File: src/rtl/midi_pkg.sv
// Shared definitions for the MIDI receive path.
// Holds the byte-class thresholds, the channel-voice status nibbles the
// assembler cares about, the parser state encoding and a helper that gives
// the number of data bytes carried by a channel-voice status byte.
package midi_pkg;

  // Byte-class thresholds. A byte is data below STATUS_MIN, channel status
  // below SYS_MIN, system common/sysex below RT_MIN and realtime above.
  localparam logic [7:0] STATUS_MIN = 8'h80;
  localparam logic [7:0] SYS_MIN    = 8'hF0;
  localparam logic [7:0] RT_MIN     = 8'hF8;

  // Channel-voice status high nibbles with special handling.
  localparam logic [3:0] NOTE_OFF = 4'h8;
  localparam logic [3:0] NOTE_ON  = 4'h9;
  localparam logic [3:0] PROG_CHG = 4'hC;
  localparam logic [3:0] CH_PRESS = 4'hD;

  // IDLE means no running status is held.
  typedef enum logic [1:0] {
    IDLE    = 2'd0,
    WAIT_D1 = 2'd1,
    WAIT_D2 = 2'd2
  } state_e;

  // Program change and channel pressure carry one data byte; every other
  // channel-voice message (8,9,A,B,E) carries two.
  function automatic logic [1:0] msg_len(input logic [7:0] status);
    return ((status[7:4] == PROG_CHG) || (status[7:4] == CH_PRESS)) ? 2'd1 : 2'd2;
  endfunction

endpackage

File: src/rtl/midi_msg_assembler_if.sv
// Byte-in / message-out bus of the MIDI message assembler.
//   byte_valid, byte_data : one-cycle byte strobe and byte from the CDC stage
//   msg_valid             : one-cycle pulse, complete channel message
//   msg_status/data1/data2: message fields, held until the next message
//   rt_valid, rt_byte     : one-cycle pulse and value of a realtime byte
//   drop_cnt              : saturating count of discarded data bytes
// The slave modport is the assembler; the master modport is the byte source
// that also observes the results.
interface midi_msg_assembler_if;

  logic       byte_valid;
  logic [7:0] byte_data;
  logic       msg_valid;
  logic [7:0] msg_status;
  logic [6:0] msg_data1;
  logic [6:0] msg_data2;
  logic       rt_valid;
  logic [7:0] rt_byte;
  logic [7:0] drop_cnt;

  modport master (
    output byte_valid, byte_data,
    input  msg_valid, msg_status, msg_data1, msg_data2,
    input  rt_valid, rt_byte, drop_cnt
  );

  modport slave (
    input  byte_valid, byte_data,
    output msg_valid, msg_status, msg_data1, msg_data2,
    output rt_valid, rt_byte, drop_cnt
  );

endinterface

File: src/rtl/midi_byte_classify.sv
// Combinational MIDI byte classifier, shared with the UART-side monitor.
//   byte_i      : raw MIDI byte
//   is_rt_o     : realtime (F8-FF)
//   is_sys_o    : system common / sysex (F0-F7)
//   is_status_o : channel-voice status (80-EF)
//   is_data_o   : data byte (bit 7 clear)
// Exactly one output is high for any byte.
module midi_byte_classify
  import midi_pkg::*;
(
  input  logic [7:0] byte_i,
  output logic       is_rt_o,
  output logic       is_sys_o,
  output logic       is_status_o,
  output logic       is_data_o
);

  assign is_data_o   = (byte_i <  STATUS_MIN);
  assign is_status_o = (byte_i >= STATUS_MIN) && (byte_i < SYS_MIN);
  assign is_sys_o    = (byte_i >= SYS_MIN)    && (byte_i < RT_MIN);
  assign is_rt_o     = (byte_i >= RT_MIN);

endmodule

File: src/rtl/midi_msg_assembler.sv
// MIDI channel-voice message assembler with running status.
//   clk, rst_n : receive-domain clock, asynchronous active-low reset
//   bus        : slave side of midi_msg_assembler_if (byte in, message,
//                realtime pass-through and drop counter out)
// Parameters:
//   CHANNEL   : channel accepted when OMNI is 0
//   OMNI      : 1 accepts every channel
//   V0_AS_OFF : 1 reports Note On with velocity 0 as Note Off
// A message event appears one cycle after the strobe carrying its final
// data byte. Realtime bytes are passed through without disturbing a message
// in progress.
module midi_msg_assembler
  import midi_pkg::*;
#(
  parameter int unsigned CHANNEL   = 0,
  parameter bit          OMNI      = 1'b1,
  parameter bit          V0_AS_OFF = 1'b1
) (
  input  logic                  clk,
  input  logic                  rst_n,
  midi_msg_assembler_if.slave   bus
);

  localparam logic [3:0] CHAN_NIB = 4'(CHANNEL);

  logic       is_rt;
  logic       is_sys;
  logic       is_status;
  logic       is_data;

  state_e     state_q;
  logic [7:0] run_status_q;
  logic [6:0] d1_q;

  logic       msg_valid_q;
  logic [7:0] msg_status_q;
  logic [6:0] msg_data1_q;
  logic [6:0] msg_data2_q;
  logic       rt_valid_q;
  logic [7:0] rt_byte_q;
  logic [7:0] drop_cnt_q;

  logic       emit_d;
  logic [7:0] emit_status_d;
  logic [6:0] emit_data1_d;
  logic [6:0] emit_data2_d;

  midi_byte_classify u_classify (
    .byte_i      (bus.byte_data),
    .is_rt_o     (is_rt),
    .is_sys_o    (is_sys),
    .is_status_o (is_status),
    .is_data_o   (is_data)
  );

  // Decide whether the byte on the bus completes a message and what that
  // message looks like after velocity-0 rewriting and channel filtering.
  always_comb begin
    // NOTE: every output of this block gets a default first so no path
    // leaves a value unassigned and no latch is inferred.
    emit_d        = 1'b0;
    emit_status_d = run_status_q;
    emit_data1_d  = d1_q;
    emit_data2_d  = bus.byte_data[6:0];

    if (bus.byte_valid && is_data) begin
      unique case (state_q)
        WAIT_D1: begin
          if (msg_len(run_status_q) == 2'd1) begin
            emit_d       = 1'b1;
            emit_data1_d = bus.byte_data[6:0];
            emit_data2_d = 7'd0;
          end
        end
        WAIT_D2: emit_d = 1'b1;
        default: emit_d = 1'b0;
      endcase
    end

    if (V0_AS_OFF && (emit_status_d[7:4] == NOTE_ON) && (emit_data2_d == 7'd0)) begin
      emit_status_d = {NOTE_OFF, emit_status_d[3:0]};
    end

    // A filtered message still advances the parser; it is only suppressed here.
    if (!OMNI && (emit_status_d[3:0] != CHAN_NIB)) begin
      emit_d = 1'b0;
    end
  end

  // NOTE: state registers use non-blocking assignments so every register
  // samples the pre-edge values, independent of statement order.
  always_ff @(posedge clk or negedge rst_n) begin
    if (!rst_n) begin
      state_q      <= IDLE;
      run_status_q <= 8'd0;
      d1_q         <= 7'd0;
      msg_valid_q  <= 1'b0;
      msg_status_q <= 8'd0;
      msg_data1_q  <= 7'd0;
      msg_data2_q  <= 7'd0;
      rt_valid_q   <= 1'b0;
      rt_byte_q    <= 8'd0;
      drop_cnt_q   <= 8'd0;
    end else begin
      msg_valid_q <= 1'b0;
      rt_valid_q  <= 1'b0;

      if (emit_d) begin
        msg_valid_q  <= 1'b1;
        msg_status_q <= emit_status_d;
        msg_data1_q  <= emit_data1_d;
        msg_data2_q  <= emit_data2_d;
      end

      if (bus.byte_valid) begin
        if (is_rt) begin
          // Realtime bytes leave the parser untouched so they can interleave.
          rt_valid_q <= 1'b1;
          rt_byte_q  <= bus.byte_data;
        end else if (is_sys) begin
          run_status_q <= 8'd0;
          state_q      <= IDLE;
        end else if (is_status) begin
          // A new status abandons any partial message silently.
          run_status_q <= bus.byte_data;
          state_q      <= WAIT_D1;
        end else if (is_data) begin
          unique case (state_q)
            IDLE: begin
              if (drop_cnt_q != 8'hFF) drop_cnt_q <= drop_cnt_q + 8'd1;
            end
            WAIT_D1: begin
              if (msg_len(run_status_q) == 2'd2) begin
                d1_q    <= bus.byte_data[6:0];
                state_q <= WAIT_D2;
              end
            end
            WAIT_D2: state_q <= WAIT_D1;
            default: state_q <= IDLE;
          endcase
        end
      end
    end
  end

  assign bus.msg_valid  = msg_valid_q;
  assign bus.msg_status = msg_status_q;
  assign bus.msg_data1  = msg_data1_q;
  assign bus.msg_data2  = msg_data2_q;
  assign bus.rt_valid   = rt_valid_q;
  assign bus.rt_byte    = rt_byte_q;
  assign bus.drop_cnt   = drop_cnt_q;

endmodule

File: src/flat_wrapper.sv
// flat-port wrapper written by rule: the top's interface ports become plain ports
module midi_msg_assembler_flat import midi_pkg::*;
#(
  parameter int unsigned CHANNEL   = 0,
  parameter bit          OMNI      = 1'b1,
  parameter bit          V0_AS_OFF = 1'b1
)
  (clk, rst_n, bus_byte_valid, bus_byte_data, bus_msg_valid, bus_msg_status, bus_msg_data1, bus_msg_data2, bus_rt_valid, bus_rt_byte, bus_drop_cnt);
  midi_msg_assembler_if bus_i ();
  input  logic clk;
  input  logic rst_n;
  input wire logic [$bits(bus_i.byte_valid)-1:0] bus_byte_valid;
  input wire logic [$bits(bus_i.byte_data)-1:0] bus_byte_data;
  output wire logic [$bits(bus_i.msg_valid)-1:0] bus_msg_valid;
  output wire logic [$bits(bus_i.msg_status)-1:0] bus_msg_status;
  output wire logic [$bits(bus_i.msg_data1)-1:0] bus_msg_data1;
  output wire logic [$bits(bus_i.msg_data2)-1:0] bus_msg_data2;
  output wire logic [$bits(bus_i.rt_valid)-1:0] bus_rt_valid;
  output wire logic [$bits(bus_i.rt_byte)-1:0] bus_rt_byte;
  output wire logic [$bits(bus_i.drop_cnt)-1:0] bus_drop_cnt;
  assign bus_i.byte_valid = bus_byte_valid;
  assign bus_i.byte_data = bus_byte_data;
  assign bus_msg_valid = bus_i.msg_valid;
  assign bus_msg_status = bus_i.msg_status;
  assign bus_msg_data1 = bus_i.msg_data1;
  assign bus_msg_data2 = bus_i.msg_data2;
  assign bus_rt_valid = bus_i.rt_valid;
  assign bus_rt_byte = bus_i.rt_byte;
  assign bus_drop_cnt = bus_i.drop_cnt;
  midi_msg_assembler #(.CHANNEL(CHANNEL), .OMNI(OMNI), .V0_AS_OFF(V0_AS_OFF)) u_core (.clk(clk), .rst_n(rst_n), .bus(bus_i));
endmodule
File: config.mk
export PLATFORM = sky130hd
export DESIGN_NAME = midi_msg_assembler_flat
export DESIGN_NICKNAME = d
export VERILOG_FILES = /design/src/rtl/midi_pkg.sv /design/src/rtl/midi_msg_assembler_if.sv /design/src/rtl/midi_byte_classify.sv /design/src/rtl/midi_msg_assembler.sv /design/src/flat_wrapper.sv
export SDC_FILE = /design/constraint.sdc
export NUM_CORES = 1
export LEC_CHECK = 0
export CORE_UTILIZATION = 45
export DETAILED_ROUTE_END_ITERATION = 8
export MAX_ROUTING_LAYER = met4
export PLACE_DENSITY = 0.75
export SETUP_SLACK_MARGIN = 0.2
export SYNTH_ARGS = -nofsm -noshare
export SYNTH_HDL_FRONTEND = slang
export SYNTH_SLANG_ARGS = --single-unit
File: constraint.sdc
create_clock -name clk -period 1.7 [get_ports clk]
set_input_delay 0.34 -clock clk [delete_from_list [all_inputs] [get_ports clk]]
set_output_delay 0.34 -clock clk [all_outputs]
set_load 0.03 [all_outputs]
Word-level counts from Yosys, hierarchy flattened --
Index checks and enable logic that the tools add are counted.
Cells by class: $mul 0, divide/modulo/power cells 0, reductions and logical operators 14, $lt $le $gt $ge 6, bitwise logic cells 3, multiplexer cells 21, eq/ne operators 10, shift-type cells 0, add/sub/neg operators 1
Operators by type and width (number):
- $mux 7 | 6
- $ge 8x8->1 const B | 3
- $lt 8x8->1 const B | 3
- $mux 8 | 3
- $reduce_and 7->1 | 2
- $eq 4x4->1 const B | 3
- $mux 2 | 5
- $add 8x1->8 const B | 1
- $ne 8x8->1 const B | 1
- $logic_not 7->1 | 1
- $pmux 2 s3 | 1
- $mux 1 | 5
- $reduce_and 5->1 | 1
- $eq 2x1->1 const B | 2
- $eq 2x2->1 const B | 2
- $logic_and 1x1->1 | 4
- $ne 4x1->1 const B | 1
- $ne 3x1->1 const B | 1
- $not 1->1 | 3
- $reduce_and 3->1 | 1
- $reduce_bool 3->1 | 1
- $logic_not 2->1 | 1
- $pmux 1 s2 | 1
- $reduce_and 2->1 | 1
- 2 further kinds | 2
Word-level totals: output and inout port bits 40, memory bits (writable) 0, bits in registers 57, memories 0, ROM bits 0, word-level logic and storage cells 65, input port bits 11, bits in latches 0

Logic depth before layout (Yosys ltp) --
word-level depth 10, gate-level depth with buffers 8, gate-level depth less buffers 6

Hierarchy --
A second synthesis with hierarchy kept.
Unflattened totals: cell total of the unflattened synthesis 228, area, all modules 2547.4 um2
By module, submodules not included:
- midi_msg_assembler | seq. area each 1426.4 um2, times used 1, area an instance 2519.9 um2, cells each 222
- midi_byte_classify | seq. area each 0.0 um2, times used 1, area an instance 27.5 um2, cells each 6

Worst setup path after synthesis --
No wires, ideal clock.
path type flip-flop to flip-flop, start register u_core.drop_cnt_q[0] (netlist: u_core.bus.drop_cnt[0]), end register u_core.drop_cnt_q[1] (netlist: u_core.bus.drop_cnt[1]), library setup time 0.125 ns, path buffers 0, required time 1.575 ns, arrival time 1.567 ns, period minus slack after synthesis 1.692 ns, path slack 0.008 ns, cell stages (with the launch flop) 5, cells stage by stage dfrtp_1 > ha_1 > nand3_1 > o211ai_2 > mux2_2
Between the ends: word-level cells in the longest chain between the ends 2, elaborated cells between the ends (all ways) 3, those cells by class add/sub (1); eq/ne (1); reduce/logical (1)
Ends and longest elaborated chain:
- start: declaration | RTL line midi_msg_assembler.sv:41 | logic [7:0] drop_cnt_q;
- start signal: assignment | RTL line midi_msg_assembler.sv:130 | if (drop_cnt_q != 8'hFF) drop_cnt_q <= drop_cnt_q + 8'd1;
- parallel branches: the longest is 2 deep, another holds $add 8x1->8
Parallel ways; which one is timed is not known. A chain may end at the register's enable or synchronous reset.

Worst setup path in the final report --
start register u_core.state_q[0], end register u_core.msg_status_q[2] (netlist: u_core.bus.msg_status[2])
Between the ends: word-level cells in the longest chain between the ends 3, elaborated cells between the ends (all ways) 4, those cells by class eq/ne (2); mux (2)
Ends and longest elaborated chain:
- start: declaration | RTL line midi_msg_assembler.sv:31 | state_e state_q;
- start signal: assignment | RTL line midi_msg_assembler.sv:94 | state_q <= IDLE;
- start signal: assignment | RTL line midi_msg_assembler.sv:122 | state_q <= IDLE;
- start signal: assignment | RTL line midi_msg_assembler.sv:126 | state_q <= WAIT_D1;
- $eq 2x2->1 or $eq 2x1->1 (tied branches) | RTL line midi_msg_assembler.sv:67 | unique case (state_q)
- $pmux 1 s2 (*) | RTL line midi_msg_assembler.sv:67
- $mux 1 (*) | RTL line midi_msg_assembler.sv:66 | if (bus.byte_valid && is_data) begin
- end signal: assignment | RTL line midi_msg_assembler.sv:110 | msg_status_q <= emit_status_d;
- end: declaration | RTL line midi_msg_assembler.sv:36 | logic [7:0] msg_status_q;
Mark *: on every way between the ends. The rest lies on a longest branch, timed or not.

==> metrics.txt <==
status=completed; Yosys reg bits=57; gate count of the mapped netlist=between 150 and 200; CTS root buffer=clkbuf_8; synth warn=0; final-report hold violation count=0; Max VDD drop=just under 0.8 mV; starting density of the core=0.473; Leak Pwr=approximately 1.9 nW; Slew Viols, Final=0; post-layout net count=304; share of cells above drive strength 1=0.451; # rows=26; PortBufs=50; crit path max-delay cell type=dfrtp_1; startpoint class of the critical path=register; Skew-Pair Late Insertion Delay=between 0.3 and 0.4 ns; Max stage delay on crit path=0.41 ns; clock sink count=57; M1 WL=about 2.8 mm; Req. time, crit path=~1.9 ns; number of stages on the worst setup path=5; overall power=slightly below 6 mW; gr ovfl total=0; worst-margin pin slew=slightly below 0.5 ns; worst hold margin=between 0.4 and 0.5 ns; Num CTS Buffers=9; Synth-to-Final Area Change=54.1%; relative slew slack=0.674; antenna violations before repair=0; Post-DRT Antenna Nets=0; post-DP HPWL=between 3 and 4 mm; first-pass GRT wire length=~8.8 mm; clk slew on worst S/H paths=0.06 ns; critical path class=register to register; uppermost routed layer=met4; crit end category=register; Syn Area/Cell=12.6 µm²; Distinct cells, synth=36; worst r2r src=u_core.state_q[0]$_DFFE_PN0P_; HP Class=register to register; Tcrit/Tclk final=0.987; iteration count of the initial detailed-routing pass=4; n_diodes=0; CTS H-Tree Depth=3; post-synthesis instance area=roughly 2400 µm²; dpl cells=338; WL final=roughly 6.2 mm; peak fanout along the critical path=7; Total GRT Usage=0.224; hold path start=u_core.bus.rt_byte[4]$_DFFE_PN0P_; Final WS setup=approximately 0.023 ns; Post-Layout Cell Count=363; Max-Cap Viols=0; Routed WL per cell=around 17 µm; vias in the first global route=1768; syn_nets=about 210; fin crit period=~1.7 ns; met2 routed WL=just over 3 mm; CP cell instances=ha_4 > and4b_1 > o211ai_1 > buf_4 > mux2_4; Die Wd=between 70 and 80 µm; largest net degree at the start of global routing=20; die height=~76 µm; CP Launch Point=u_core.state_q[0]$_DFFE_PN0P_; pre-CTS setup slack=-0.255 ns; critical path's top delay family=flip-flops; setup violation total in the final timing report=0; final RePlAce weighted congestion=0.860; FF-to-FF path depth=5; post-synthesis sequential area ratio=0.587; CTS max path bufs=2; worst hold path depth=1; Residual DRC=0; core area=5140 µm²; buffers plus inverters on the worst setup path=1; Critical Path AT=about 1.9 ns; Vias=1877; CTS tree=yes; die area=between 5000 and 6000 µm²; IO Count=slightly above 50; drt via density=roughly 5.2; metal3 WL=around 240 µm; initial DRC count=between 70 and 80; fin util=0.729; Pwr Density=about 1600 nW/µm²; Fmax=between 0.5 and 0.6 GHz; RSZ-0062 raised after global routing=yes; Clock Skews=between 0.006 and 0.007 ns
==> timing repair <==
| item | CTS | global route |
|---|---|---|
| gates resized for setup | 61 | 87 |
| setup buffers | 3 | 2 |
| endpoints found under the hold margin | 15 | 0 |
| hold buffers | 1 | 0 |
| endpoints found under the setup margin | 92 | 43 |
| pin swaps | 4 | 22 |
| gates cloned | 1 | 3 |
==> layout make-up <==
| type | count | area [µm²] |
|---|---|---|
| Clock buffer | 12 | 135 |
| Multi-Input combinational cell | 125 | 1180 |
| Tap cell | 70 | 87.6 |
| Inverter | 5 | 23.8 |
| Timing Repair Buffer | 91 | 850 |
| Sequential cell | 57 | 1430 |
| Fill cell | 390 | 1390 |
| Clock inverter | 3 | 42.5 |
==> per-stage QoR <==
step	instance area (µm²)	TNS, ns
after floorplan	2440	0
after global placement	3230	-7.68
after detailed placement	3230	-8.35
after CTS	3460	0
after global routing	3750	-0.00377
final	3750	0
==> worst paths after layout <==
kind | end | slack, ns
max | u_core.bus.msg_status[2]$_DFFE_PN0P_ | 0.02
min | u_core.bus.rt_byte[4]$_DFFE_PN0P_ | 0.46
max reg2reg | u_core.bus.msg_status[2]$_DFFE_PN0P_ | 0.02
min reg2reg | u_core.bus.rt_byte[4]$_DFFE_PN0P_ | 0.46
max in group asynchronous | u_core.bus.rt_byte[1]$_DFFE_PN0P_ | 0.68
min in group asynchronous | u_core.state_q[0]$_DFFE_PN0P_ | 0.51
==> per-layer routing <==
metal  GRT usage  vias up
met1       0.302      936
li1            -      866
met3      0.0463       16
met5           -        -
met2       0.335       59
met4      0.0864        0
==> power breakdown <==
group	total [mW]	switching (mW)	internal, mW
sequential	2.20	0.385	1.81
combinational	2.45	1.33	1.11
clock	1.18	0.515	0.668
==> cell families (layout without fill, tap and decap cells) <==
kind of cell | after synthesis | in the layout | synth area share
adder cells (fa/ha/maj) | 4 | 4 | 0.0206
AO/OA/AOI/OAI | 32 | 32 | 0.0983
flip-flops | 57 | 57 | 0.587
buffers and inverters | 11 | 111 | 0.0278
XOR/XNOR | 7 | 7 | 0.0252
AND/OR/NAND/NOR | 55 | 55 | 0.119
multiplexers | 27 | 27 | 0.122
==> cells in the final DEF, fill, tap and decap left out, types with 8 or more instances in the layout <==
cell              n
buf_4            31
clkbuf_8          9
clkdlybuf4s15_1  10
dfrtp_1          55
dlygate4sd2_1    27
mux2_2            9
mux2_4           10
nand2_1          13
nand2_2           8
nand2_4           8
o21ai_2           8
==> cells in the mapped netlist <==
master	count	area, µm²
a22o_2	6	60.1
a21oi_1	1	5.00
a21o_2	2	17.5
nand4_2	1	12.5
nand3_1	3	15.0
a41o_4	1	21.3
ha_1	4	50.1
mux2_4	1	15.0
or2b_1	5	37.5
nand4b_1	1	8.76
nor2_1	4	15.0
dfrtp_1	57	1430
mux2_2	18	203
and4_2	1	10.0
a21oi_2	1	8.76
clkbuf_1	1	3.75
nor2b_4	1	13.8
o22a_2	1	10.0
o211ai_1	1	7.51
nand2_1	28	105
nand2_2	1	6.26
and4b_1	1	10.0
o21ai_0	17	85.1
mux2i_1	8	80.1
nor4_1	2	12.5
nor3_1	3	15.0
o211ai_2	1	12.5
xnor2_1	1	8.76
nor3b_1	1	7.51
and2b_1	1	7.51
buf_6	2	22.5
inv_1	5	18.8
nand4_1	2	12.5
a21boi_2	1	11.3
buf_4	3	22.5
xor2_1	6	52.6
==> state kept, by name, indices dropped and copies added, names as in the netlist <==
name / flops
u_core.bus.rt_valid: 1
u_core.bus.msg_data1: 7
u_core.d1_q: 7
u_core.bus.msg_data2: 7
u_core.bus.msg_status: 8
u_core.bus.msg_valid: 1
u_core.bus.drop_cnt: 8
u_core.bus.rt_byte: 8
u_core.run_status_q: 8
u_core.state_q: 2
Power figures use the tool's default switching activity.
